===== config.mk =====
export PLATFORM = sky130hd
export DESIGN_NAME = store_buffer_drain_ctrl
export DESIGN_NICKNAME = d
export VERILOG_FILES = /design/src/rtl/mips_core_pkg.sv /design/src/rtl/store_buffer_drain_ctrl.sv
export SDC_FILE = /design/constraint.sdc
export NUM_CORES = 1
export LEC_CHECK = 0
export ABC_CLOCK_PERIOD_IN_PS = 4100
export CORE_UTILIZATION = 34
export DETAILED_ROUTE_END_ITERATION = 16
export PLACE_DENSITY = 0.65
export SETUP_SLACK_MARGIN = 0.3
export SYNTH_ARGS = -nofsm -noshare
export SYNTH_HDL_FRONTEND = slang
export SYNTH_SLANG_ARGS = --single-unit

===== constraint.sdc =====
create_clock -name clk -period 4.1 [get_ports clk]
set_input_delay 0.82 -clock clk [delete_from_list [all_inputs] [get_ports clk]]
set_output_delay 0.82 -clock clk [all_outputs]
set_load 0.05 [all_outputs]

===== src/rtl/mips_core_pkg.sv =====
// Shared core types: address/data words and the store-drain FSM states.
package mips_core_pkg;

  typedef logic [31:0] Address;
  typedef logic [31:0] Data;

  typedef enum logic [1:0] {
    IDLE  = 2'd0,
    ISSUE = 2'd1,
    WAIT  = 2'd2
  } drain_state_t;

endpackage


===== src/rtl/store_buffer_drain_ctrl.sv =====
// Drains committed stores into the D-cache, arbitrating against load misses
// for the shared write/fill port and handling full-drain fences.
module store_buffer_drain_ctrl
  import mips_core_pkg::*;
#(
  parameter int CAPACITY   = 32,
  parameter int HIGH_WM    = 24,
  parameter int STARVE_MAX = 8
) (
  input  logic                          clk,
  input  logic                          rst,
  input  logic [$clog2(CAPACITY+1)-1:0] i_sb_count,
  input  logic                          i_sb_head_valid,
  input  Address                        i_sb_head_addr,
  input  Data                           i_sb_head_data,
  output logic                          o_sb_pop,
  input  logic                          i_load_req,
  output logic                          o_load_grant,
  output logic                          o_dc_wr_valid,
  output Address                        o_dc_wr_addr,
  output Data                           o_dc_wr_data,
  input  logic                          i_dc_wr_ready,
  input  logic                          i_dc_wr_done,
  input  logic                          i_fence,
  output logic                          o_fence_done,
  output logic                          o_stall_commit
);

  localparam int CW = $clog2(CAPACITY + 1);
  localparam int SW = $clog2(STARVE_MAX + 1);

  drain_state_t   state, state_nxt;
  logic           fence_active;
  logic           fence_done_q;
  logic [SW-1:0]  starve_cnt;
  Address         addr_q;
  Data            data_q;
  logic           urgent;
  logic           sb_empty;
  logic           fence_pend;
  logic           latch_head;

  always_comb begin
    urgent     = (i_sb_count >= CW'(HIGH_WM)) || fence_active ||
                 (starve_cnt == SW'(STARVE_MAX));
    sb_empty   = (state == IDLE) && !i_sb_head_valid && (i_sb_count == '0);
    fence_pend = fence_active || i_fence;
  end

  always_comb begin
    state_nxt     = state;
    latch_head    = 1'b0;
    o_load_grant  = 1'b0;
    o_dc_wr_valid = 1'b0;
    o_sb_pop      = 1'b0;
    case (state)
      IDLE: begin
        // A load wins the port unless a ready store has become urgent.
        o_load_grant = i_load_req && !(i_sb_head_valid && urgent);
        if (i_sb_head_valid && (!i_load_req || urgent)) begin
          state_nxt  = ISSUE;
          latch_head = 1'b1;
        end
      end
      ISSUE: begin
        o_dc_wr_valid = 1'b1;
        if (i_dc_wr_ready) state_nxt = WAIT;
      end
      WAIT: begin
        if (i_dc_wr_done) begin
          o_sb_pop  = 1'b1;
          state_nxt = IDLE;
        end
      end
      default: state_nxt = IDLE;
    endcase
  end

  always_ff @(posedge clk or posedge rst) begin
    if (rst) state <= IDLE;
    else     state <= state_nxt;
  end

  always_ff @(posedge clk or posedge rst) begin
    if (rst) begin
      addr_q <= '0;
      data_q <= '0;
    end else if (latch_head) begin
      addr_q <= i_sb_head_addr;
      data_q <= i_sb_head_data;
    end
  end

  // Counts lost arbitrations while a store waits; saturates so it stays urgent.
  always_ff @(posedge clk or posedge rst) begin
    if (rst) begin
      starve_cnt <= '0;
    end else if (o_sb_pop) begin
      starve_cnt <= '0;
    end else if ((state == IDLE) && i_sb_head_valid && o_load_grant &&
                 (starve_cnt != SW'(STARVE_MAX))) begin
      starve_cnt <= starve_cnt + 1'b1;
    end
  end

  // A fence stays pending until the buffer is empty; repeats are absorbed.
  always_ff @(posedge clk or posedge rst) begin
    if (rst) begin
      fence_active <= 1'b0;
      fence_done_q <= 1'b0;
    end else begin
      fence_active <= fence_pend && !sb_empty;
      fence_done_q <= fence_pend && sb_empty;
    end
  end

  assign o_fence_done   = fence_done_q;
  assign o_dc_wr_addr   = addr_q;
  assign o_dc_wr_data   = data_q;
  assign o_stall_commit = !rst &&
                          ((i_sb_count >= CW'(CAPACITY - 1)) || fence_active);

endmodule

# [Yosys cells after proc, flatten, opt, wreduce, memory -nomap -nowiden]
# Index checks and enable logic that the tools add are counted.
[word_totals] regBits=72 out_inout_bits=69 wordCells=53
[op_classes] order_cmp=2 mux=12 addsub=1 reduce_logical=25 eq_ne=7
[op_table] op="$ge A6 B5 Y1 const B" n=2
[op_table] op="$logic_and A1 B1 Y1" n=11
[op_table] op="$mux W4" n=2
[op_table] op="$logic_not A6 Y1" n=1
[op_table] op="$mux W1" n=6
[op_table] op="$mux W2" n=3
[op_table] op="$ne A2 B2 Y1 const B" n=3
[op_table] op="$pmux W2 S3" n=1
[op_table] op="$logic_not A1 Y1" n=5
[op_table] op="$logic_or A1 B1 Y1" n=5
[op_table] op="$add A4 B1 Y4 const B" n=1
[op_table] op="$eq A4 B4 Y1 const B" n=1
[op_table] op="$ne A4 B4 Y1 const B" n=1
[op_table] op="$reduce_and A3 Y1" n=1
[op_table] op="$eq A2 B1 Y1 const B" n=1
[op_table] op="$eq A2 B2 Y1 const B" n=1
[op_table] op="$logic_not A2 Y1" n=1
[op_table] op="$reduce_bool A2 Y1" n=1

# [Longest topological paths before layout]
[depth] depth_word=11 ltp_mapped=7 ltp_nobuf=6

# [Worst setup path after synthesis]
# No wires, ideal clock.
[synth_path] path_type="input to output" startpoint="in i_sb_count[3]" endpoint="out o_load_grant" setup_slack_ns=1.320 t_arrival_ns=1.960 stages=3 path_cell_list="a211oi_2 nand2_1 a21oi_1"
[synth_via] elab_chain_cells=7
[synth_rtl] element="from (decl)" line="store_buffer_drain_ctrl.sv:12" text="input logic [$clog2(CAPACITY+1)-1:0] i_sb_count,"
[synth_rtl] element="$ge A6 B5 Y1" line="store_buffer_drain_ctrl.sv:44" text="urgent = (i_sb_count >= CW'(HIGH_WM)) || fence_active ||"
[synth_rtl] element="$logic_or A1 B1 Y1 (2 in a row)" line="store_buffer_drain_ctrl.sv:44"
[synth_rtl] element="$logic_and A1 B1 Y1" line="store_buffer_drain_ctrl.sv:59" text="o_load_grant = i_load_req && !(i_sb_head_valid && urgent);"
[synth_rtl] element="$logic_not A1 Y1" line="store_buffer_drain_ctrl.sv:59"
[synth_rtl] element="$logic_and A1 B1 Y1" line="store_buffer_drain_ctrl.sv:59"
[synth_rtl] element="$mux W1" line="store_buffer_drain_ctrl.sv:56" text="case (state)"
[synth_rtl] element="to (decl)" line="store_buffer_drain_ctrl.sv:18" text="output logic o_load_grant,"
# No other way between the ends.

# [Worst setup path in the final report]
# Same ends and word-level chain as after synthesis.

==> impl_metrics.env <==
export IMPL_postSynth_topFlopCell="sky130_fd_sc_hd__dfrtp_1"
export IMPL_final_antenna_net_count=0
export IMPL_data_required_time_at_the_worst_endpoint_ns=3.28
export IMPL_netSwitchingFraction=0.450
export IMPL_clk_pin_slew_worst_paths_ns=0.07
export IMPL_syn_num_nets=267
export IMPL_grt_ovfl_total=0
export IMPL_crit_path_time_final_ns=3.55
export IMPL_postCtsSetupBuffers=0
export IMPL_whs_endpoint="o_dc_wr_data[4]"
export IMPL_combinational_family_with_the_most_area_after_synthesis="multiplexers"
export IMPL_placement_rows=34
export IMPL_tightest_hold_check_type="reg -> reg"
export IMPL_power_density_nw_per_um2=942
export IMPL_hpwl_um=4900
export IMPL_dieWidth_um=96.5
export IMPL_grt_max_degree=39
export IMPL_netlist_area_leader_share=0.593
export IMPL_final_max_slew_violation_count=0
export IMPL_area_growth_syn_to_layout_pct=59.6
export IMPL_power_share_sequential=0.270
export IMPL_setup_slack_of_the_most_critical_reg_to_reg_path_ns=1.78
export IMPL_global_route_usage_total=0.145
export IMPL_peakVddDrop_mv=0.368
export IMPL_finalSetupViolCount=0
export IMPL_setup_worst_path_start_class="primary input"
export IMPL_port_buffer_count=145
export IMPL_kind_of_critical_path="in -> out"
export IMPL_post_synth_fa_ha_maj_area_fraction=0.00823
export IMPL_tightest_pin_transition_ns=0.763
export IMPL_share_of_the_synthesized_area_in_compound_gates_ao_oa_aoi_oai=0.0222
export IMPL_worst_endpoint_arrival_ns=2.73
export IMPL_die_area_um2=9320
export IMPL_status="completed"
export IMPL_grt_antenna_before_repair=0
export IMPL_whs_path_depth=1
export IMPL_clock_latency_ns=0.33
export IMPL_synthSimpleGateAreaFrac=0.0416
export IMPL_fp_dieH_um=96.5
export IMPL_worstRegToRegCells=6
export IMPL_start_util=0.350
export IMPL_cts_inserted_buffers=9
export IMPL_fin_skew_ns=0.00875
export IMPL_share_comb_of_total_power=0.605
export IMPL_finish_net_count=421
export IMPL_leakage_nw=2.09
export IMPL_synth_area_mux_share=0.301
export IMPL_synth_largest_area_cell="sky130_fd_sc_hd__dfrtp_1"
export IMPL_final_min_period_over_clock_period=0.867
export IMPL_route_detailed_vias_per_inst=4.51
export IMPL_setup_worst_path_end_class="output pin"
export IMPL_setup_tns_ns=0
export IMPL_synthXorXnorAreaFrac=0.00288
export IMPL_async_reset_ff_frac=1.00
export IMPL_netlist_top_cells_area="sky130_fd_sc_hd__dfrtp_1 (59%), sky130_fd_sc_hd__mux2_4 (24%), sky130_fd_sc_hd__mux2_2 (5.6%)"
export IMPL_yosysSeqAreaShare=0.593
export IMPL_detailedRoute_firstIterationViolations=20
export IMPL_timing_hold_violations_final=0
export IMPL_ys_seq_elements=72
export IMPL_p_sw_w=0.00206
export IMPL_cts_resized=0
export IMPL_post_cts_hold_buffer_count=0
export IMPL_core_area_um2=8680
export IMPL_internal_power_w=0.00251
export IMPL_synth_yosys_warnings=0
export IMPL_routed_wire_length_per_instance_um=14.8
export IMPL_layout_cell_share_with_drive_strength_beyond_1=0.256
export IMPL_cts_root_buffer_cell="sky130_fd_sc_hd__clkbuf_8"
export IMPL_grt_setup_unrepaired="no"
export IMPL_avgSynthCellArea_um2=16.2
export IMPL_hp_start="o_dc_wr_data[4]"
export IMPL_count_of_mapped_cells_out_of_synthesis=188
export IMPL_clock_sink_count=72
export IMPL_top_level_port_count=146
export IMPL_critical_path_reg2reg_endpoint="o_dc_wr_data[12]"
export IMPL_drv_cap=0
export IMPL_critical_path_peak_fanout=3
export IMPL_achievable_frequency_mhz=281
export IMPL_worst_reg2reg_startpoint="starve_cnt[0]"
export IMPL_grt_pass1_vias=2059
export IMPL_clock_tree_from_tritoncts="yes"
export IMPL_postLayoutSetupSlackWorst_ns=0.546
export IMPL_pwr_share_clk=0.126
export IMPL_cts_htree_levels=3
export IMPL_finalWeightedCongestion=0.737
export IMPL_antenna_cells=0
export IMPL_detail_route_wirelength_um=6740
export IMPL_slew_limit_headroom=0.491
export IMPL_grt_first_pass_wirelength_um=10100
export IMPL_clock_tree_buffer_depth=2
export IMPL_remaining_drc_errors=0
export IMPL_firstDrtPassIters=4
export IMPL_syn_area_um2=3040
export IMPL_dr_total_vias=2052
export IMPL_synth_enable_flop_cells=0
export IMPL_netlist_cell_type_count=26
export IMPL_dpl_worst_slack_ns=0.562
-- cells by family after synthesis --
family                     count (synthesis)
AOI/OAI and AO/OA                         11
xor gates and xnor gates                   1
adders and majority gates                  2
buffers and inverters                     13
DFF                                       72
muxes                                     65
and+or+nand+nor                           24
-- registers in the layout, summed over array words and instances, names as in the netlist --
name	flops
starve_cnt	4
o_fence_done	1
fence_active	1
state	2
o_dc_wr_data	32
o_dc_wr_addr	32
-- layout by cell type (no fill, tap or decap) --
master and instances:
sky130_fd_sc_hd__mux2_2 15, sky130_fd_sc_hd__a211oi_2 1, sky130_fd_sc_hd__buf_12 3, sky130_fd_sc_hd__and3_1 1, sky130_fd_sc_hd__or3_1 2, sky130_fd_sc_hd__mux2_4 49
sky130_fd_sc_hd__a21o_1 1, sky130_fd_sc_hd__dfrtp_1 72, sky130_fd_sc_hd__ha_1 2, sky130_fd_sc_hd__xnor2_1 1, sky130_fd_sc_hd__o21ai_0 3, sky130_fd_sc_hd__nor2_1 7
sky130_fd_sc_hd__buf_4 2, sky130_fd_sc_hd__clkinvlp_4 2, sky130_fd_sc_hd__a31oi_1 1, sky130_fd_sc_hd__nand2_1 4, sky130_fd_sc_hd__nand4_2 1, sky130_fd_sc_hd__nor4_1 1
sky130_fd_sc_hd__clkbuf_8 11, sky130_fd_sc_hd__nand3_1 3, sky130_fd_sc_hd__inv_1 5, sky130_fd_sc_hd__mux2i_1 1, sky130_fd_sc_hd__inv_2 1, sky130_fd_sc_hd__a21oi_1 4
sky130_fd_sc_hd__nor3_1 1, sky130_fd_sc_hd__nand2b_1 1, sky130_fd_sc_hd__clkinv_2 2, sky130_fd_sc_hd__clkdlybuf4s50_1 145, sky130_fd_sc_hd__nor3b_1 1, sky130_fd_sc_hd__nor2b_1 1
sky130_fd_sc_hd__a31oi_4 1, sky130_fd_sc_hd__nand3b_1 1, sky130_fd_sc_hd__bufinv_16 1
-- per-stage QoR --
step / cells / cell area (um^2) / hold slack [ns] / util / total power [W]
after global placement: 439 / 4640 / 0.489 / 0.535 / 0.00401
final: 455 / 4850 / 0.506 / 0.559 / 0.00457
after floorplan: 188 / 3040 / 0.517 / - / 0.00314
after CTS: 455 / 4850 / 0.512 / 0.559 / 0.00462
after global routing: 455 / 4850 / 0.523 / 0.559 / 0.00478
after detailed placement: 439 / 4640 / 0.491 / 0.535 / 0.00402
-- power by group through the flow --
stage                     combinational (W)  sequential, W  clock (W)
after floorplan                    0.000761        0.00238          0
after global placement              0.00277        0.00123          0
after detailed placement            0.00278        0.00124          0
after CTS                           0.00279        0.00124   0.000593
after global routing                0.00288        0.00128   0.000628
final                               0.00276        0.00123   0.000574
-- cell usage after synthesis (2+ instances only) --
master                    number
sky130_fd_sc_hd__dfrtp_1      72
sky130_fd_sc_hd__mux2_2       15
sky130_fd_sc_hd__mux2_4       49
sky130_fd_sc_hd__a31oi_1       2
sky130_fd_sc_hd__buf_6         6
sky130_fd_sc_hd__inv_1         6
sky130_fd_sc_hd__nor2_1        7
sky130_fd_sc_hd__a21oi_1       4
sky130_fd_sc_hd__nand3_1       3
sky130_fd_sc_hd__or3_1         2
sky130_fd_sc_hd__ha_1          2
sky130_fd_sc_hd__nand2_1       4
sky130_fd_sc_hd__o21ai_0       3
-- metal layers --
| layer | track usage | vias to the layer above | part of all wire |
|---|---|---|---|
| met5 | 0 | - | 0 |
| met4 | 0.0625 | 0 | 0.012 |
| met3 | 0.0399 | 9 | 0.074 |
| met2 | 0.221 | 83 | 0.47 |
| met1 | 0.193 | 1000 | 0.45 |
| li1 | - | 960 | - |
-- worst max-delay path, stage by stage --
cell and delay [ns]:
sky130_fd_sc_hd__clkdlybuf4s50_1 0.46, sky130_fd_sc_hd__a211oi_2 0.39, sky130_fd_sc_hd__nand2_1 0.09, sky130_fd_sc_hd__a21oi_1 0.15
sky130_fd_sc_hd__clkdlybuf4s50_1 0.82
-- how the worst max path moves through the flow --
stage              endpoint          start
6_report       o_load_grant  i_sb_count[3]
5_1_grt        o_load_grant  i_sb_count[3]
4_1_cts        o_load_grant  i_sb_count[3]
3_5_place_dp   o_load_grant  i_sb_count[3]
3_3_place_gp   o_load_grant  i_sb_count[3]
2_1_floorplan  o_load_grant  i_sb_count[3]
-- layout make-up --
type / instances / area, um^2
Fill cell: 748 / 3830
Multi-Input combinational cell: 103 / 1160
Clock buffer: 11 / 151
Clock inverter: 5 / 55.1
Sequential cell: 72 / 1800
Tap cell: 108 / 135
Timing Repair Buffer: 150 / 1530
Inverter: 6 / 22.5
(Power assumes the default switching activity.)
